[src/rtl/wb_xcpt_tracker_pkg.sv]
// Shared definitions for the writeback exception tracker: cause codes,
// flag bit positions and the held exception record.
package wb_xcpt_tracker_pkg;

    localparam int XCPT_ROB_IDX_W = 3;
    localparam int XCPT_ADDR_W    = 32;
    localparam int CAUSE_W        = 3;
    localparam int NUM_CAUSES     = 8;
    localparam int CNT_W          = 16;

    localparam logic [CAUSE_W-1:0] CAUSE_ITLB_MISS     = 3'b000;
    localparam logic [CAUSE_W-1:0] CAUSE_FETCH_BUS_ERR = 3'b001;
    localparam logic [CAUSE_W-1:0] CAUSE_ILLEGAL       = 3'b010;
    localparam logic [CAUSE_W-1:0] CAUSE_OVERFLOW      = 3'b011;
    localparam logic [CAUSE_W-1:0] CAUSE_DTLB_MISS     = 3'b100;
    localparam logic [CAUSE_W-1:0] CAUSE_BUS_ERR       = 3'b101;
    localparam logic [CAUSE_W-1:0] CAUSE_ADDR_FAULT    = 3'b110;

    localparam int FLAG_ITLB_MISS     = 0;
    localparam int FLAG_FETCH_BUS_ERR = 1;
    localparam int FLAG_ILLEGAL       = 2;
    localparam int FLAG_ALU_OVF       = 3;
    localparam int FLAG_MUL_OVF       = 4;
    localparam int FLAG_ADDR_FAULT    = 5;
    localparam int FLAG_DTLB_MISS     = 6;
    localparam int FLAG_BUS_ERR       = 7;

    // Record widths are fixed here; the tracker's parameter defaults match them.
    typedef struct packed {
        logic [XCPT_ROB_IDX_W-1:0] rob_idx;
        logic [CAUSE_W-1:0]        cause;
        logic [XCPT_ADDR_W-1:0]    pc;
        logic [XCPT_ADDR_W-1:0]    addr;
    } xcpt_rec_t;

    function automatic logic causeHasAddr(input logic [CAUSE_W-1:0] cause);
        return !((cause == CAUSE_ILLEGAL) || (cause == CAUSE_OVERFLOW));
    endfunction

endpackage

[src/rtl/wb_xcpt_classify.sv]
// Per-channel flag-to-cause priority encoder; also reports whether the
// resulting cause carries a faulting address.
module wb_xcpt_classify
    import wb_xcpt_tracker_pkg::*;
(
    input  logic [7:0]         flags,
    output logic               hit,
    output logic [CAUSE_W-1:0] cause,
    output logic               useAddr
);

    always_comb begin
        hit   = |flags;
        cause = CAUSE_ITLB_MISS;
        if (flags[FLAG_ITLB_MISS])               cause = CAUSE_ITLB_MISS;
        else if (flags[FLAG_FETCH_BUS_ERR])      cause = CAUSE_FETCH_BUS_ERR;
        else if (flags[FLAG_ILLEGAL])            cause = CAUSE_ILLEGAL;
        else if (flags[FLAG_ALU_OVF] || flags[FLAG_MUL_OVF]) cause = CAUSE_OVERFLOW;
        else if (flags[FLAG_ADDR_FAULT])         cause = CAUSE_ADDR_FAULT;
        else if (flags[FLAG_DTLB_MISS])          cause = CAUSE_DTLB_MISS;
        else if (flags[FLAG_BUS_ERR])            cause = CAUSE_BUS_ERR;
        useAddr = causeHasAddr(cause);
    end

endmodule

[src/rtl/wb_xcpt_tracker.sv]
// Holds the oldest writeback exception until the ROB acks it or a flush hits.
// Optional feature macro XCPT_CAUSE_CNT_EN adds per-cause saturating ack counters.
module wb_xcpt_tracker
    import wb_xcpt_tracker_pkg::*;
#(
    parameter int NUM_CH    = 3,
    parameter int ROB_IDX_W = XCPT_ROB_IDX_W,
    parameter int ADDR_W    = XCPT_ADDR_W
) (
    input  logic                        clock,
    input  logic                        reset,
    input  logic [NUM_CH-1:0]           wb_valid,
    input  logic [NUM_CH*ROB_IDX_W-1:0] wb_rob_idx,
    input  logic [NUM_CH*8-1:0]         wb_xcpt_flags,
    input  logic [NUM_CH*ADDR_W-1:0]    wb_pc,
    input  logic [NUM_CH*ADDR_W-1:0]    wb_addr,
    input  logic [ROB_IDX_W-1:0]        rob_head_idx,
    input  logic                        flush,
    input  logic                        xcpt_ack,
    output logic                        xcpt_valid,
    output logic [ROB_IDX_W-1:0]        xcpt_rob_idx,
    output logic [CAUSE_W-1:0]          xcpt_cause,
    output logic [ADDR_W-1:0]           xcpt_pc,
    output logic [ADDR_W-1:0]           xcpt_addr
`ifdef XCPT_CAUSE_CNT_EN
   ,output logic [NUM_CAUSES*CNT_W-1:0] xcpt_cnt
`endif
);

    logic [NUM_CH-1:0]  chHit;
    logic [CAUSE_W-1:0] chCause [NUM_CH];
    logic               chUseAddr [NUM_CH];

    for (genvar c = 0; c < NUM_CH; c++) begin : g_cls
        wb_xcpt_classify u_classify (
            .flags   (wb_xcpt_flags[c*8 +: 8]),
            .hit     (chHit[c]),
            .cause   (chCause[c]),
            .useAddr (chUseAddr[c])
        );
    end

    logic                 valid_q, valid_d;
    xcpt_rec_t            held_q, held_d;
    logic                 winValid;
    logic [ROB_IDX_W-1:0] winAge, chAge, heldAge;
    xcpt_rec_t            winRec;
    logic                 ackTaken;

    // Strict less-than keeps the lowest channel on equal age.
    always_comb begin
        winValid = 1'b0;
        winAge   = '0;
        winRec   = '0;
        chAge    = '0;
        for (int c = 0; c < NUM_CH; c++) begin
            chAge = wb_rob_idx[c*ROB_IDX_W +: ROB_IDX_W] - rob_head_idx;
            if (wb_valid[c] && chHit[c] && (!winValid || (chAge < winAge))) begin
                winValid       = 1'b1;
                winAge         = chAge;
                winRec.rob_idx = XCPT_ROB_IDX_W'(wb_rob_idx[c*ROB_IDX_W +: ROB_IDX_W]);
                winRec.cause   = chCause[c];
                winRec.pc      = XCPT_ADDR_W'(wb_pc[c*ADDR_W +: ADDR_W]);
                winRec.addr    = chUseAddr[c] ? XCPT_ADDR_W'(wb_addr[c*ADDR_W +: ADDR_W]) : '0;
            end
        end
    end

    always_comb begin
        heldAge  = ROB_IDX_W'(held_q.rob_idx) - rob_head_idx;
        ackTaken = xcpt_ack && valid_q && !flush;
        valid_d  = valid_q;
        held_d   = held_q;
        if (flush) begin
            valid_d = 1'b0;
            held_d  = '0;
        end else if (winValid && (!valid_q || xcpt_ack || (winAge < heldAge))) begin
            valid_d = 1'b1;
            held_d  = winRec;
        end else if (ackTaken) begin
            valid_d = 1'b0;
            held_d  = '0;
        end
    end

    always_ff @(posedge clock) begin
        if (reset) begin
            valid_q <= 1'b0;
            held_q  <= '0;
        end else begin
            valid_q <= valid_d;
            held_q  <= held_d;
        end
    end

    assign xcpt_valid   = valid_q;
    assign xcpt_rob_idx = ROB_IDX_W'(held_q.rob_idx);
    assign xcpt_cause   = held_q.cause;
    assign xcpt_pc      = ADDR_W'(held_q.pc);
    assign xcpt_addr    = ADDR_W'(held_q.addr);

`ifdef XCPT_CAUSE_CNT_EN
    logic [CNT_W-1:0] cnt_q [NUM_CAUSES];

    always_ff @(posedge clock) begin
        if (reset) begin
            for (int k = 0; k < NUM_CAUSES; k++) cnt_q[k] <= '0;
        end else if (ackTaken && (cnt_q[held_q.cause] != {CNT_W{1'b1}})) begin
            cnt_q[held_q.cause] <= cnt_q[held_q.cause] + 1'b1;
        end
    end

    for (genvar k = 0; k < NUM_CAUSES; k++) begin : g_cnt
        assign xcpt_cnt[k*CNT_W +: CNT_W] = cnt_q[k];
    end
`endif

endmodule

[config.mk]
export PLATFORM = sky130hd
export DESIGN_NAME = wb_xcpt_tracker
export DESIGN_NICKNAME = d
export VERILOG_FILES = /design/src/rtl/wb_xcpt_tracker_pkg.sv /design/src/rtl/wb_xcpt_classify.sv /design/src/rtl/wb_xcpt_tracker.sv
export SDC_FILE = /design/constraint.sdc
export NUM_CORES = 1
export LEC_CHECK = 0
export ABC_AREA = 0
export CAP_MARGIN = 15
export CORE_AREA = 2 2 118 120
export CTS_BUF_LIST = sky130_fd_sc_hd__clkbuf_8
export DETAILED_ROUTE_END_ITERATION = 8
export DIE_AREA = 0 0 120 122
export PLACE_DENSITY = 0.82
export SYNTH_ARGS = -nofsm -noshare
export SYNTH_HDL_FRONTEND = slang
export SYNTH_SLANG_ARGS = --single-unit
[constraint.sdc]
create_clock -name clock -period 9.2 [get_ports clock]
set_clock_uncertainty 0.05 [all_clocks]
set_input_delay 1.84 -clock clock [delete_from_list [all_inputs] [get_ports clock]]
set_output_delay 1.84 -clock clock [all_outputs]
set_load 0.005 [all_outputs]
==> results of run 1 <==
-- kinds of logic after synthesis --
group | after synthesis | share of synthesized area, %
muxes | 2 | 0.466
buffers and inverters | 75 | 7.18
DFF | 71 | 31.1
xor gates and xnor gates | 8 | 1.53
and+or+nand+nor | 243 | 24.6
adders and majority gates | 14 | 4.49
AOI/OAI and AO/OA | 183 | 30.6
-- cells in the final DEF (no fill, tap or decap), drive strengths merged, types with 5 or more instances in the layout --
| master | count |
|---|---|
| o41ai | 39 |
| nor3 | 5 |
| or3 | 6 |
| a221oi | 36 |
| nand3 | 136 |
| nor2 | 51 |
| clkbuf | 12 |
| inv | 13 |
| buf | 11 |
| a22oi | 32 |
| xnor2 | 5 |
| a21oi | 13 |
| clkdlybuf4s50 | 305 |
| o21ai | 38 |
| ha | 10 |
| nand2 | 39 |
| o21a | 5 |
| dfxtp | 71 |
-- metrics by stage --
step	utilization, %	std cells
after floorplan	-	596
after global placement	56.9	1028
after detailed placement	56.9	1028
after CTS	58.9	1044
after global routing	59.1	1045
final	59.1	1045
-- cell type report --
cell class | instances | area [um2] | area share, %
Clock buffer | 12 | 165 | 2.07
Clock inverter | 4 | 98.8 | 1.24
Inverter | 12 | 45.0 | 0.565
Multi-Input combinational cell | 450 | 2860 | 35.9
Sequential cell | 71 | 1420 | 17.8
Tap cell | 180 | 225 | 2.82
Timing Repair Buffer | 316 | 3160 | 39.6
-- sequential cells by signal, indices dropped and copies added (netlist names) --
register	count
xcpt_rob_idx	3
xcpt_cause	3
xcpt_addr	32
xcpt_pc	32
xcpt_valid	1
-- tightest hold or removal path: cells and delay by family, from the launching register on --
family             cells  cell delay, ns
DFF                    1            0.31
and+or+nand+nor        1            0.05
AOI/OAI and AO/OA      1            0.05
-- how the worst max path moves through the flow --
stage | startpoint | to | slack [ns] | cells past startpoint
2_1_floorplan | wb_xcpt_flags[3] | xcpt_pc[0] | 1.78 | 27
3_3_place_gp | rob_head_idx[0] | xcpt_addr[17] | 1.03 | 24
3_5_place_dp | rob_head_idx[0] | xcpt_pc[26] | 0.80 | 26
4_1_cts | rob_head_idx[0] | xcpt_pc[13] | 1.05 | 26
5_1_grt | rob_head_idx[0] | xcpt_pc[22] | 0.51 | 26
6_report | rob_head_idx[0] | xcpt_pc[13] | 1.04 | 25
-- routing by layer --
metal	GRT usage (%)	share of wire [%]	up-vias
li1	-	-	2809
met1	28.2	40	2683
met2	43.9	49	264
met3	8.38	9.3	37
met4	7.79	2.1	0
met5	0	0	-
-- power by group --
group | internal [W] | switching, W
Combinational | 0.000223 | 0.000222
Clock | 0.000204 | 0.000126
Sequential | 0.000336 | 0.0000161
Total | 0.000763 | 0.000364
==> key figures, run 1 <==
Status
  • Outcome: completed

Timing
  • Final Hold Vio Count: 0
  • Final min period: 8.16 ns
  • RSZ-0062 raised after global routing: no
  • Hold_ws: 0.410 ns
  • F_max: 123 MHz
  • Worst-Margin Slew: 0.943 ns
  • Final setup TNS: 0 ns
  • # setup viols final: 0
  • Fin. max-slew vios: 0
  • Crit share post-route: 88.7%
  • Rel. slew slack: 37.0%
  • Setup ws final: 1.04 ns

Route
  • Number of remaining DRC errors: 0
  • Antenna viol nets, final: 0
  • Routed len/inst: 17.8 um
  • Total Wirelength: 18600 um
  • DRT Pass-1 Iters: 5
  • Vias: 5793
  • Starting DRT DRC Count: 345
  • Vias/cell: 5.54

Yosys
  • Synth Net Count: 845
  • Area fraction of the dominant cell type after synthesis: 31.1%
  • Top cells by count, synth: nand3_1 (136), dfxtp_1 (71), nor2_1 (51), clkbuf_1 (43), nand2_1 (39)
  • Syn. warnings: 0
  • Netlist Area Pre-Place: 4570 um2
  • Area leader, netlist: dfxtp_1
  • Synthesized flop and latch total: 71
  • Post-synth EDFFs: 0
  • Avg Inst Size Synth: 7.66 um2
  • Ranking of synthesized cells by area: dfxtp_1 (31%), nand3_1 (15%), o41ai_1 (7.1%), a221oi_1 (6.7%), a22oi_1 (5.3%)
  • Top FF cell, synth: dfxtp_1
  • Post-synth ARST share: 0%
  • Post-synth cell types: 42
  • Count leader, synth: nand3_1
  • Seq/Total Area, Yosys: 31.1%
  • Syn Inst Count: 596

Clock network
  • CTS root buf: clkbuf_8
  • Sink Count: 71
  • CTS H-Tree Depth: 3
  • Clock-pin slew on the worst setup and hold paths: 0.08 ns
  • Clock Path Buffers: 2
  • CTS tree: done
  • Hold_buf cts: 0
  • Postcts setup bufs: 0
  • CTS Buf Count: 9
  • Clock latency on the worst-skew pair: 0.36 ns
  • PostCTS Resize Cnt: 0

Placement
  • Dpl hpwl: 13900 um
  • Port bufs: 305
  • Post-DP Area: 7680 um2
  • DP Worst Slack: 0.803 ns
  • Placer Congestion: 0.921

Floorplan
  • Initial core utilization: 33.8%
  • IO Pins: 306
  • Die X: 120 um
  • Die Y: 122 um
  • Die outline area: 14600 um2
  • Site Rows: 43
  • Core area: 13500 um2

Layout
  • Post-Layout Inst Area: 7980 um2
  • Final net count: 1109
  • Fill count: 1215
  • N_diodes: 0
  • Layout area overhead: 74.7%
  • Layout cell share with drive strength beyond 1: 4.51%

Setup path
  • CP required: 9.38 ns
  • Worst path arrival time: 8.34 ns
  • Origin of the critical flop-to-flop path: xcpt_rob_idx[0]
  • Most frequent cell on the critical path: ha_1
  • RR Endpoint: xcpt_pc[13]
  • Worst path max stage delay: 0.68 ns
  • Critical path type: primary input to flop
  • Crit. End Element: flop
  • Worst R2R Path Depth: 12
  • CP bufs+invs: 3
  • Max stage delay cell, worst path: buf_4
  • Delay-heaviest family, CP: compound AO/OA/AOI/OAI gates
  • Critical Path Start Type: primary input
  • CP max FO: 82
  • Reg2Reg Setup Slack: 5.98 ns

Global route
  • GRT Total Usage: 24.8%
  • Pin count of the biggest net entering global routing: 83
  • First-pass GRT wire length: 28800 um
  • GR Overflow Total: 0
  • Initial antenna violation count: 0
  • Vias in the first global route: 5629

Power
  • Leakage power: 2.90 nW
  • Peak VDD IR: 0.0000557 V
  • Total Power: 0.00113 W
  • P per Cell Area: 141 nW/um2

Worst hold path
  • Hold Crit Class: flop to flop
  • Hold path start: xcpt_addr[14]
  • Hold path cells: 2
  • Hold Path End: xcpt_addr[14]

Run
  • Maximum capacitance violations: 0
(Power assumes the default switching activity.)
==> run 2, diff against run 1 <==
--- a/config.mk
+++ b/config.mk
@@ -6,7 +6,6 @@
 export NUM_CORES = 1
 export LEC_CHECK = 0
 export ABC_AREA = 0
-export CAP_MARGIN = 15
 export CORE_AREA = 2 2 118 120
 export CTS_BUF_LIST = sky130_fd_sc_hd__clkbuf_8
 export DETAILED_ROUTE_END_ITERATION = 8
==> key figures, run 2 (synthesis results as in run 1) <==
Timing
  • F_max: 123 MHz (+0.51%)
  • Rel. slew slack: 26.6% (-10 points)
  • Fin. max-slew vios: 0 (unchanged)
  • RSZ-0062 raised after global routing: no
  • Crit share post-route: 88.3% (-0.45 points)
  • Final Hold Vio Count: 0 (unchanged)
  • # setup viols final: 0 (unchanged)
  • Worst-Margin Slew: 1.10 ns (+0.155 ns)
  • Final min period: 8.12 ns (-0.0412 ns)
  • Final setup TNS: 0 ns (unchanged)

Setup path
  • Critical path type: primary input to flop
  • CP bufs+invs: 3 (unchanged)
  • Crit path from: rob_head_idx[0]
  • Worst setup path endpoint: xcpt_pc[13]
  • CP required: 9.39 ns (about the same)
  • RR Endpoint: xcpt_pc[13]
  • Max stage delay cell, worst path: buf_4
  • Worst R2R Path Depth: 12 (unchanged)
  • Crit. End Element: flop
  • Delay-heaviest family, CP: compound AO/OA/AOI/OAI gates
  • Most frequent cell on the critical path: ha_1
  • CP max FO: 82 (unchanged)
  • Critical Path Start Type: primary input
  • Origin of the critical flop-to-flop path: xcpt_rob_idx[0]
  • Reg2Reg Setup Slack: 6.00 ns (+0.02 ns)
  • Worst path arrival time: 8.31 ns (-0.03 ns)
  • Instance count on the critical path: 25 (unchanged)
  • Worst path max stage delay: 0.68 ns (about the same)

Clock network
  • CTS root buf: clkbuf_8
  • Hold_buf cts: 0 (unchanged)
  • PostCTS Resize Cnt: 0 (unchanged)
  • Postcts setup bufs: 0 (unchanged)
  • Clock-pin slew on the worst setup and hold paths: 0.08 ns (about the same)
  • CTS H-Tree Depth: 3 (unchanged)
  • Clock Path Buffers: 2 (unchanged)
  • CTS Buf Count: 9 (unchanged)
  • Sink Count: 71 (unchanged)
  • Clock latency on the worst-skew pair: 0.36 ns (about the same)
  • CTS tree: done

Global route
  • Initial antenna violation count: 0 (unchanged)
  • Pin count of the biggest net entering global routing: 83 (unchanged)
  • GR Overflow Total: 0 (unchanged)
  • Vias in the first global route: 5629 (unchanged)
  • GRT Total Usage: 24.8% (unchanged)
  • First-pass GRT wire length: 28800 um (unchanged)

Placement
  • Placer Congestion: 0.921 (unchanged)
  • Port bufs: 305 (unchanged)
  • Placed Cells incl. Taps: 1028 (unchanged)
  • Post-DP Area: 7680 um2 (unchanged)
  • Dpl hpwl: 13900 um (unchanged)

Power
  • Sw Pwr: 0.000365 W (about the same)
  • Register share of total power: 31.2% (about the same)
  • P per Cell Area: 142 nW/um2 (+0.26%)
  • Leakage power: 2.89 nW (-0.46%)
  • Peak VDD IR: 0.0000558 V (+0.19%)
  • Combinational share of power: 39.4% (about the same)
  • Clock power frac: 29.3% (about the same)
  • Internal: 0.000762 W (-0.17%)
  • Sw Share: 32.4% (+0.053 points)

Route
  • Vias: 5763 (-0.52%)
  • Total Wirelength: 18500 um (-0.25%)
  • Starting DRT DRC Count: 353 (+2.3%)
  • Vias/cell: 5.52 (-0.42%)
  • Routed len/inst: 17.8 um (-0.15%)
  • Antenna viol nets, final: 0 (unchanged)
  • DRT Pass-1 Iters: 5 (unchanged)
  • Number of remaining DRC errors: 0 (unchanged)

Floorplan
  • Core area: 13500 um2 (unchanged)
  • Site Rows: 43 (unchanged)
  • Initial core utilization: 33.8% (unchanged)
  • Die Y: 122 um (unchanged)
  • Die outline area: 14600 um2 (unchanged)
  • IO Pins: 306 (unchanged)
  • Die X: 120 um (unchanged)

Layout
  • Layout cell share with drive strength beyond 1: 4.40% (-0.11 points)
  • Final Non-Filler Cells: 1044 (-0.096%)
  • Layout area overhead: 74.1%
  • Most frequent cells in the layout: clkdlybuf4s50_1 (305), nand3_1 (136), dfxtp_1 (71)
  • N_diodes: 0 (unchanged)
  • Post-Layout Inst Area: 7950 um2 (-0.35%)
  • Commonest non-fill, non-tap cell in the layout: clkdlybuf4s50_1
  • Final net count: 1108 (-0.090%)
  • Fill count: 1219 (+0.33%)

Status
  • Outcome: completed

Run
  • Maximum capacitance violations: 0 (unchanged)

Worst hold path
  • Hold Crit Class: flop to flop
run 2: worst min-delay path by stage:
| stage | startpoint | to | slack, ns | cells after the start |
|---|---|---|---|---|
| 2_1_floorplan | xcpt_addr[16] | xcpt_addr[16] | 0.41 | 2 |
| 3_3_place_gp | xcpt_addr[1] | xcpt_addr[1] | 0.40 | 2 |
| 3_5_place_dp | xcpt_addr[7] | xcpt_addr[7] | 0.40 | 2 |
| 4_1_cts | xcpt_addr[7] | xcpt_addr[7] | 0.41 | 2 |
| 5_1_grt | xcpt_addr[10] | xcpt_addr[10] | 0.43 | 2 |
| 6_report | xcpt_addr[7] | xcpt_addr[7] | 0.41 | 2 |
run 2: cell type report:
class                           instances  area [um2]  area share, %
Sequential cell                        71        1420           17.9
Timing Repair Buffer                  315        3130           39.4
Inverter                               12        45.0          0.567
Clock buffer                           12         165           2.08
Clock inverter                          4        98.8           1.24
Multi-Input combinational cell        450        2860           36.0
Tap cell                              180         225           2.83
run 2: through the flow:
step / util, % / hold slack, ns / power (W) / setup slack [ns]
floorplan: - / 0.407 / 0.000580 / 1.78
global placement: 56.9 / 0.397 / 0.000796 / 1.03
detailed placement: 56.9 / 0.403 / 0.000802 / 0.803
CTS: 58.9 / 0.415 / 0.00114 / 1.05
global route: 58.9 / 0.432 / 0.00119 / 0.515
finish: 58.9 / 0.411 / 0.00113 / 1.08
run 2: routing by layer:
metal / global-route usage (%) / vias up / share of wire (%)
met1: 28.2 / 2658 / 39
met3: 8.38 / 34 / 9.4
met5: 0 / - / 0
met2: 43.9 / 263 / 49
met4: 7.79 / 0 / 2.1
li1: - / 2808 / -
run 2: power groups by stage:
stage / clock [W] / combinational (W) / sequential (W)
2_1_floorplan: 0 / 0.000220 / 0.000360
3_3_place_gp: 0 / 0.000437 / 0.000358
3_5_place_dp: 0 / 0.000443 / 0.000359
4_1_cts: 0.000338 / 0.000446 / 0.000352
5_1_grt: 0.000350 / 0.000486 / 0.000356
6_report: 0.000330 / 0.000444 / 0.000352
run 2: worst register-to-register path, cell delays in order, from the launching register on:
cell and delay, ns:
dfxtp_1 0.33, inv_1 0.06, ha_1 0.13, inv_1 0.05, fa_1 0.39, xnor2_1 0.15, xnor2_1 0.14, ha_1 0.31
nand4b_1 0.15, o41ai_4 0.37, buf_4 0.68, nand3_1 0.16, o41ai_1 0.10
==> run 3, diff against run 2 <==
--- a/config.mk
+++ b/config.mk
@@ -10,7 +10,7 @@
 export CTS_BUF_LIST = sky130_fd_sc_hd__clkbuf_8
 export DETAILED_ROUTE_END_ITERATION = 8
 export DIE_AREA = 0 0 120 122
-export PLACE_DENSITY = 0.82
+export PLACE_DENSITY_LB_ADDON = 0.2
 export SYNTH_ARGS = -nofsm -noshare
 export SYNTH_HDL_FRONTEND = slang
 export SYNTH_SLANG_ARGS = --single-unit
==> key figures, run 3 (synthesis results as in run 1) <==
Setup path
  • Crit. End Element: flop
  • Most frequent cell on the critical path: ha_1
  • Reg2Reg Setup Slack: 6.07 ns (+0.07 ns)
  • Delay-heaviest family, CP: compound AO/OA/AOI/OAI gates
  • Crit path from: rob_head_idx[0]
  • Critical Path Start Type: primary input
  • Critical path type: primary input to flop
  • Worst setup path endpoint: xcpt_pc[2]
  • Max stage delay cell, worst path: a2111oi_0
  • RR Endpoint: xcpt_pc[2]
  • Instance count on the critical path: 27 (+8.0%)
  • Worst path max stage delay: 0.57 ns (-0.11 ns)
  • Worst R2R Path Depth: 12 (unchanged)
  • CP required: 9.40 ns (about the same)
  • CP max FO: 50 (-39%)
  • Origin of the critical flop-to-flop path: xcpt_rob_idx[0]
  • CP bufs+invs: 4 (+1)
  • Worst path arrival time: 8.55 ns (+0.24 ns)

Timing
  • Crit share post-route: 90.8% (+2.5 points)
  • Rel. slew slack: 26.4% (-0.22 points)
  • # setup viols final: 0 (unchanged)
  • Worst-Margin Slew: 1.10 ns (+0.00335 ns)
  • Fin. max-slew vios: 0 (unchanged)
  • Final setup TNS: 0 ns (unchanged)
  • RSZ-0062 raised after global routing: no
  • Final min period: 8.35 ns (+0.229 ns)
  • F_max: 120 MHz (-2.7%)
  • Final Hold Vio Count: 0 (unchanged)

Clock network
  • Clock Path Buffers: 2 (unchanged)
  • Postcts setup bufs: 0 (unchanged)
  • CTS H-Tree Depth: 3 (unchanged)
  • CTS tree: done
  • Clock latency on the worst-skew pair: 0.36 ns (about the same)
  • PostCTS Resize Cnt: 0 (unchanged)
  • CTS root buf: clkbuf_8
  • Hold_buf cts: 0 (unchanged)
  • Clock-pin slew on the worst setup and hold paths: 0.08 ns (about the same)
  • CTS Buf Count: 9 (unchanged)
  • Sink Count: 71 (unchanged)

Layout
  • Fill count: 1207 (-0.98%)
  • Final Non-Filler Cells: 1044 (unchanged)
  • Layout area overhead: 74.1% (about the same)
  • Layout cell share with drive strength beyond 1: 4.40% (unchanged)
  • Post-Layout Inst Area: 7950 um2 (about the same)
  • Most frequent cells in the layout: clkdlybuf4s50_1 (305), nand3_1 (136), dfxtp_1 (71)
  • Util after Layout: 58.9% (about the same)
  • Commonest non-fill, non-tap cell in the layout: clkdlybuf4s50_1
  • N_diodes: 0 (unchanged)
  • Final net count: 1108 (unchanged)

Global route
  • Pin count of the biggest net entering global routing: 91 (+9.6%)
  • Global Route met2 Usage: 43.3% (-0.64 points)
  • Vias in the first global route: 5660 (+0.55%)
  • Initial antenna violation count: 0 (unchanged)
  • GR Overflow Total: 0 (unchanged)
  • Busiest layer in global routing: met2
  • First-pass GRT wire length: 29200 um (+1.4%)
  • Met3 Usage GRT: 6.37% (-2.0 points)
  • GRT Total Usage: 25.2% (+0.40 points)
  • Met1 GRT Util: 29.2% (+1.0 points)

Placement
  • Dpl hpwl: 14200 um (+2.4%)
  • Placed Cells incl. Taps: 1028 (unchanged)
  • Port bufs: 305 (unchanged)
  • Placer Congestion: 0.839 (-8.9%)
  • Post-DP Area: 7700 um2 (+0.26%)

Route
  • Vias/cell: 5.59 (+1.3%)
  • Vias: 5836 (+1.3%)
  • Total Wirelength: 19000 um (+2.7%)
  • Starting DRT DRC Count: 384 (+8.8%)
  • DRT Pass-1 Iters: 5 (unchanged)
  • Routed len/inst: 18.2 um (+2.7%)
  • Antenna viol nets, final: 0 (unchanged)
  • Number of remaining DRC errors: 0 (unchanged)

Floorplan
  • Initial core utilization: 33.8% (unchanged)
  • Die outline area: 14600 um2 (unchanged)
  • Site Rows: 43 (unchanged)
  • Die Y: 122 um (unchanged)
  • Core area: 13500 um2 (unchanged)
  • IO Pins: 306 (unchanged)
  • Die X: 120 um (unchanged)

Power
  • Leakage power: 2.88 nW (-0.21%)
  • P per Cell Area: 139 nW/um2 (-1.6%)
  • Peak VDD IR: 0.0000754 V (+35%)

Worst hold path
  • Hold Crit Class: flop to flop

Status
  • Outcome: completed

Run
  • Maximum capacitance violations: 0 (unchanged)
[run 3: per-stage QoR]
stage | hold WS, ns | total power [W] | worst slack (ns)
6_report | 0.409 | 0.00111 | 0.850
3_5_place_dp | 0.402 | 0.000804 | 0.565
5_1_grt | 0.430 | 0.00117 | 0.309
3_3_place_gp | 0.396 | 0.000791 | 0.978
4_1_cts | 0.412 | 0.00112 | 0.949
2_1_floorplan | 0.407 | 0.000580 | 1.78
[run 3: power breakdown]
| group | switching (W) | internal (W) | total [W] |
|---|---|---|---|
| logic | 0.000220 | 0.000225 | 0.000445 |
| clock network | 0.000125 | 0.000186 | 0.000311 |
| registers | 0.0000157 | 0.000336 | 0.000352 |
[run 3: tightest hold or removal path, cell delays in order (launching register included)]
cell and delay [ns]:
dfxtp_1 0.31, nand3_1 0.05, o21ai_1 0.05
[run 3: worst min-delay path by stage]
stage,startpoint,endpoint,slack (ns),depth (start not counted)
2_1_floorplan,xcpt_addr[16],xcpt_addr[16],0.41,2
3_3_place_gp,xcpt_addr[15],xcpt_addr[15],0.40,2
3_5_place_dp,xcpt_addr[31],xcpt_addr[31],0.40,2
4_1_cts,xcpt_addr[27],xcpt_addr[27],0.41,2
5_1_grt,xcpt_addr[31],xcpt_addr[31],0.43,2
6_report,xcpt_addr[28],xcpt_addr[28],0.41,2
[run 3: metal layers]
metal / part of all wire (%) / vias to the layer above
met4: 3.8 / 0
li1: - / 2803
met3: 8.2 / 51
met5: 0 / -
met1: 39 / 2717
met2: 49 / 265
[run 3: final cells by class]
class	count	area [um2]	share of cell area (%)
Timing Repair Buffer	315	3140	39.5
Multi-Input combinational cell	450	2870	36.1
Sequential cell	71	1420	17.9
Tap cell	180	225	2.83
Clock buffer	10	138	1.73
Clock inverter	6	108	1.35
Inverter	12	45.0	0.567
